--- config.mk ---
export PLATFORM = sky130hd
export DESIGN_NAME = opctrl_receive_fsm
export DESIGN_NICKNAME = d
export VERILOG_FILES = /design/src/rtl/config_pkg.sv /design/src/rtl/opctrl_receive_fsm.sv
export SDC_FILE = /design/constraint.sdc
export NUM_CORES = 1
export LEC_CHECK = 0
export ABC_AREA = 1
export CORE_MARGIN = 2
export CORE_UTILIZATION = 40
export DETAILED_ROUTE_END_ITERATION = 8
export PLACE_DENSITY = 0.67
export SLEW_MARGIN = 10
export SYNTH_ARGS = -nofsm -noshare
export SYNTH_HDL_FRONTEND = slang
export SYNTH_SLANG_ARGS = --single-unit
--- constraint.sdc ---
create_clock -name clk -period 1.25 [get_ports clk]
set_clock_uncertainty 0.05 [all_clocks]
set_input_delay 0.25 -clock clk [delete_from_list [all_inputs] [get_ports clk]]
set_output_delay 0.25 -clock clk [all_outputs]
set_load 0.01 [all_outputs]
--- src/rtl/config_pkg.sv ---
// Shared datapath widths and word types for the operation-control block.
package config_pkg;

    localparam int DATA_W   = 20;
    localparam int W_DATA_W = 2 * DATA_W;

    typedef logic [DATA_W-1:0]   data_t;
    typedef logic [W_DATA_W-1:0] w_data_t;

endpackage : config_pkg

--- src/rtl/opctrl_receive_fsm.sv ---
// Assembles A, B and double-width C (lo then hi word) from the read-word stream into one operand set.
// Latency: outputs and operation_valid_o update on the edge that samples the 4th word; pulse lasts 1 cycle.
// No backpressure: every valid word is taken. Optional op_count_o under macro RECEIVE_FSM_OP_COUNT_EN.
module opctrl_receive_fsm
    import config_pkg::*;
(
    input  logic        clk,
    input  logic        rst_i,
    input  logic        rd_data_valid_i,
    input  data_t       rd_data_i,
    output data_t       operand_a_o,
    output data_t       operand_b_o,
    output w_data_t     operand_c_o,
    output logic        operation_valid_o
`ifdef RECEIVE_FSM_OP_COUNT_EN
    ,
    output logic [15:0] op_count_o
`endif
);

    typedef enum logic [1:0] {
        RX_A    = 2'd0,
        RX_B    = 2'd1,
        RX_C_LO = 2'd2,
        RX_C_HI = 2'd3
    } rx_state_t;

    rx_state_t state_q;
    rx_state_t state_d;
    logic      set_done;

    data_t shadow_a;
    data_t shadow_b;
    data_t shadow_c_lo;

    always_comb begin
        state_d  = state_q;
        set_done = 1'b0;
        if (rd_data_valid_i) begin
            unique case (state_q)
                RX_A:    state_d = RX_B;
                RX_B:    state_d = RX_C_LO;
                RX_C_LO: state_d = RX_C_HI;
                RX_C_HI: begin
                    state_d  = RX_A;
                    set_done = 1'b1;
                end
                default: state_d = RX_A;
            endcase
        end
    end

    always_ff @(posedge clk) begin
        if (rst_i) begin
            state_q <= RX_A;
        end else begin
            state_q <= state_d;
        end
    end

    // Shadows hold the partial set so the visible operands never change mid-set.
    always_ff @(posedge clk) begin
        if (rst_i) begin
            shadow_a    <= '0;
            shadow_b    <= '0;
            shadow_c_lo <= '0;
        end else if (rd_data_valid_i) begin
            unique case (state_q)
                RX_A:    shadow_a    <= rd_data_i;
                RX_B:    shadow_b    <= rd_data_i;
                RX_C_LO: shadow_c_lo <= rd_data_i;
                default: ;
            endcase
        end
    end

    always_ff @(posedge clk) begin
        if (rst_i) begin
            operand_a_o       <= '0;
            operand_b_o       <= '0;
            operand_c_o       <= '0;
            operation_valid_o <= 1'b0;
        end else begin
            operation_valid_o <= set_done;
            if (set_done) begin
                operand_a_o <= shadow_a;
                operand_b_o <= shadow_b;
                operand_c_o <= {rd_data_i, shadow_c_lo};
            end
        end
    end

`ifdef RECEIVE_FSM_OP_COUNT_EN
    // Counts on the same edge that raises the pulse; wraps naturally at 16 bits.
    always_ff @(posedge clk) begin
        if (rst_i) begin
            op_count_o <= '0;
        end else if (set_done) begin
            op_count_o <= op_count_o + 16'd1;
        end
    end
`endif

endmodule : opctrl_receive_fsm

Word level (Yosys, flattened, before mapping)

Index checks and enable logic that the tools add are counted.

Register bits: 143
Latch bits: 0
RAM bits: 0
Memory bits (read-only): 0
Input bits: 23
Output and inout port bits: 81
Logic and storage cells: 18
Memories kept: 0

Add/sub/neg operators: 0
Multiply operators: 0
Divide/modulo/power cells: 0
$lt $le $gt $ge: 0
Equality and inequality tests: 3
Shift-type cells: 0
Multiplexer cells: 3
Bitwise logic cells: 0
Reductions and logical operators: 4

Operators with widths:

| kind                                          | number |
|---|---|
| one-hot mux 2 bit (4 select lines)            | 1 |
| AND reduction 2 bit                           | 3 |
| == test 2 bit, second input constant          | 2 |
| == test 2 x 1 -> 1 bit, second input constant | 1 |
| logical NOT 2 bit                             | 1 |
| 2-to-1 mux 1 bit                              | 2 |

Logic depth before layout (Yosys ltp)

Gate-level depths: netlist of run 1.

Word-level depth: 3
Depth in mapped cells: 6
Gate-level depth less buffers: 6

Least setup slack after synthesis of run 1

OpenSTA, ideal clock, no wires.

Path type: flip-flop to flip-flop
Start point: register state_q[0]
End point: register operand_b_o[0]
Setup time: 0.070 ns
Arrival time: 1.095 ns
Data required time: 1.130 ns
Slack: 0.035 ns
Cell stages (with the launch flop): 7
Buffers on the path: 2
Clock period less this slack: 1.215 ns
Cells stage by stage: dfxtp_1 ha_1 buf_2 nand2_2 buf_2 nand2_1 a21oi_1

Cells in the longest elaborated chain, start to end: 3

Ends and longest elaborated chain:

| element                | RTL line                 | text |
|---|---|---|
| start, declared        | opctrl_receive_fsm.sv:28 | `rx_state_t state_q;` |
| start signal, assigned | opctrl_receive_fsm.sv:57 | `state_q <= state_d;` |
| == test 2 bit          | opctrl_receive_fsm.sv:40 | `unique case (state_q)` |
| 2-to-1 mux 1 bit       | opctrl_receive_fsm.sv:40 |  |
| 2-to-1 mux 1 bit       | opctrl_receive_fsm.sv:39 | `if (rd_data_valid_i) begin` |
| end signal, assigned   | opctrl_receive_fsm.sv:87 | `operand_b_o <= shadow_b;` |
| end, declared          | opctrl_receive_fsm.sv:12 | `output data_t operand_b_o,` |

Every way passes these cells.
A chain may end at the register's enable or synchronous reset.

Worst setup path in the final report of run 1

Start point: register state_q[0]
End point: register operand_a_o[6]

Cells in the longest elaborated chain, start to end: 3

Ends and longest elaborated chain:

| element              | RTL line                 | text |
|---|---|---|
| == test 2 bit        | opctrl_receive_fsm.sv:40 |  |
| 2-to-1 mux 1 bit     | opctrl_receive_fsm.sv:40 |  |
| 2-to-1 mux 1 bit     | opctrl_receive_fsm.sv:39 |  |
| end signal, assigned | opctrl_receive_fsm.sv:86 | `operand_a_o <= shadow_a;` |
| end, declared        | opctrl_receive_fsm.sv:11 | `output data_t operand_a_o,` |

Every way passes these cells.

==> results.yml, run 1 <==
logic_synthesis:
  yosysTopAreaCell: "dfxtp_1"
  synth_nets: 670
  ys_ff_latch: 143
  ys_types: 11
  yosys_warnings: 0
  syn_inst: 643
  synth_area_um2: 5230
  yosysSeqAreaShare: 0.547
  syn_avg_cell_area_um2: 8.14
  synthTopCellsByArea: "dfxtp_1 55%, a21oi_1 13%, nand3_1 13%, nand2_1 10%, buf_2 2.9%"
  synth_top_area_frac: 0.547
pwr:
  seq_power_share: 0.424
  switching_share: 0.230
  share_comb_of_total_power: 0.076
  p_int_w: 0.00861
  power.switching_w: 0.00257
  p_clk_frac: 0.500
  peakVddDrop_mv: 0.865
  p_leak_nw: 2.74
  p_per_area_nw_per_um2: 1530
sta:
  setup_viol: 121
  hold_violations: 0
  fin_ws_ns: -0.0742
  fin_hold_ws_ns: 0.240
  relSlewSlack: 0.810
  rsz0062_at_grt: "yes"
  slew_viol_final: 0
  fmax_mhz: 755
  finalSetupTns_ns: -4.31
  tightest_slew_ns: 0.284
  fin_crit_ns: 1.32
  period_share: 1.06
worst_setup_path:
  cpMaxStageDelayCell: "dfxtp_4"
  required_ns: 1.49
  cp.arrival_ns: 1.57
  path_buf_inv: 1
  reg2reg_to: "operand_a_o[6]"
  crit_fanout: 20
  r2r-start: "state_q[0]"
  r2r_setup_slack_ns: -0.07
  crit_path_start_kind: "flop"
  path_cells: "ha_4, nand2_8, clkbuf_16, nand2_1, a21oi_1"
  r2r_cells: 5
  crit_family: "flip-flops"
  startpoint: "state_q[0]"
  slowest_delay_ns: 0.38
  cp-end-kind: "flop"
  path_class: "flop to flop"
clock_network:
  numCtsBuffers: 17
  worstSkewPairLatency_ns: 0.42
  clock-sinks: 143
  clk_pin_slew_ns: 0.07
  tritoncts: "yes"
  ctsRootBufferMaster: "clkbuf_16"
  clockBufferDepth: 2
  hold_buffers: 0
  htreeDepth: 4
floorplan:
  chipHeight_um: 118
  initial_core_util: 0.411
  num_rows: 41
  ios: 104
  die_x_um: 118
  core_region_area_um2: 12700
  dieArea_um2: 14000
detailed_routing:
  firstDrtPassIters: 7
  via_count: 5037
  wl_per_cell_um: 17.9
  routed_wl_mm: 16.6
  routed_via_density: 5.44
  ant_nets: 0
  drc: 0
  drt-initial-drc-count: 557
global_route:
  grt-ovfl-total: 0
  grtUsageTotal: 0.218
  grt_pass1_wl_mm: 24.4
  antenna_found_initial: 0
  grt_max_degree: 61
  grt_pass1_vias: 4525
cells_and_area:
  nNetsFinal: 768
  area_growth_pct: 39.3
  num_antenna_cells: 0
  fill_cells: 1158
  layout_common_cells: "140 x nand3_1, 127 x nand2_1, 119 x a21oi_1"
  final_common_cell: "nand3_1"
  drive_gt1_frac: 0.306
min_path:
  holdCritStartpoint: "rst_i"
  hold_depth: 3
  hold_path_class: "primary input to flop"
  hold-path-endpoint: "operand_c_o[27]"
placed_design:
  portBuffers: 103
  place_congestion: 0.831
  dpl.hpwl_mm: 9.52
flow_run:
  max_cap_viol_count: 0
status:
  status: "finished with violations"
  violations: "setup timing"
[worst max path at each step]
stage | end | slack (ns) | cells past startpoint
finish | operand_a_o[6] | -0.07 | 5
global route | operand_a_o[6] | -0.10 | 5
CTS | operand_b_o[19] | -0.04 | 4
detailed placement | shadow_a[14] | -0.1 | 6
global placement | shadow_a[9] | -0.04 | 6
floorplan | operand_b_o[0] | 0.03 | 6
[registers in the layout (all words and copies together) (netlist names)]
signal,cells
operand_a_o,20
operand_b_o,20
operand_c_o,40
operation_valid_o,1
shadow_a,20
shadow_b,20
shadow_c_lo,20
state_q,2
[power groups by stage]
| stage | logic [W] | clock network (W) | registers [W] |
|---|---|---|---|
| 4_1_cts | 0.000763 | 0.00561 | 0.00473 |
| 3_3_place_gp | 0.000698 | 0 | 0.00483 |
| 5_1_grt | 0.000907 | 0.00585 | 0.00474 |
| 3_5_place_dp | 0.000714 | 0 | 0.00483 |
| 2_1_floorplan | 0.000421 | 0 | 0.00481 |
| 6_report | 0.000853 | 0.00558 | 0.00473 |
[cell usage after synthesis]
cell type,instances
a21oi_1,141
buf_2,30
buf_4,18
clkbuf_1,13
dfxtp_1,143
ha_1,4
inv_1,3
nand2_1,146
nand2_2,1
nand3_1,140
nor2_1,4
[stage by stage]
step | area [um2] | worst slack (ns) | std cells | power (W) | util
final | 7290 | -0.0742 | 926 | 0.0112 | 0.573
after global placement | 6460 | -0.0376 | 882 | 0.00552 | 0.507
after CTS | 6850 | -0.0443 | 918 | 0.0111 | 0.539
after detailed placement | 6460 | -0.0993 | 882 | 0.00554 | 0.507
after global routing | 7290 | -0.104 | 926 | 0.0115 | 0.573
after floorplan | 5230 | 0.0348 | 643 | 0.00523 | -
[tightest hold or removal path: cells and delay by family]
family                 cells  cell delay (ns)
buffers and inverters      2             0.37
AOI/OAI and AO/OA          1             0.06
[area by class of cell]
type / instances / area [um2] / share of cell area
flip-flops and latches: 143 / 2910 / 0.399
well taps: 172 / 215 / 0.0295
clock buffers: 19 / 443 / 0.0608
repair buffers: 140 / 1250 / 0.171
inverters: 3 / 11.3 / 0.00154
clock inverters: 13 / 213 / 0.0292
multi-input cells: 436 / 2250 / 0.309
[logic make-up (layout without fill, tap and decap cells)]
| kind of cell | Yosys count | in the layout | share of synthesized area |
|---|---|---|---|
| AND/OR/NAND/NOR | 291 | 291 | 0.243 |
| buffers and inverters | 64 | 175 | 0.0660 |
| flip-flops | 143 | 143 | 0.547 |
| AO/OA/AOI/OAI | 141 | 141 | 0.135 |
| adder cells (fa/ha/maj) | 4 | 4 | 0.00956 |
[metal layers]
layer	track usage	vias to the layer above	part of all wire
li1	-	2384	-
met1	0.307	2393	0.45
met2	0.327	227	0.45
met3	0.0613	33	0.079
met4	0.0625	0	0.021
met5	0	-	0
[timing repair]
item | 4_1_cts | 5_1_grt
cloned | 3 | 7
endpoints found under the hold margin | 0 | 0
endpoints found under the setup margin | 193 | 126
buffers inserted | 1 | 2
pin swaps | 2 | 7
gates resized for setup | 361 | 76
Note: power is estimated with default switching activity, not from simulation.
==> inputs of run 2 (changes only) <==
--- a/config.mk
+++ b/config.mk
@@ -8,6 +8,7 @@
 export ABC_AREA = 1
 export CORE_MARGIN = 2
 export CORE_UTILIZATION = 40
+export CTS_CLUSTER_SIZE = 12
 export DETAILED_ROUTE_END_ITERATION = 8
 export PLACE_DENSITY = 0.67
 export SLEW_MARGIN = 10
==> results of run 2 <==
Same layout as run 1: the final DEF is identical, and so are final timing and power.
==> inputs of run 3 (changes only) <==
--- a/config.mk
+++ b/config.mk
@@ -11,7 +11,6 @@
 export CTS_CLUSTER_SIZE = 12
 export DETAILED_ROUTE_END_ITERATION = 8
 export PLACE_DENSITY = 0.67
-export SLEW_MARGIN = 10
 export SYNTH_ARGS = -nofsm -noshare
 export SYNTH_HDL_FRONTEND = slang
 export SYNTH_SLANG_ARGS = --single-unit
==> results of run 3 <==
Same layout as run 1: the final DEF is identical, and so are final timing and power.
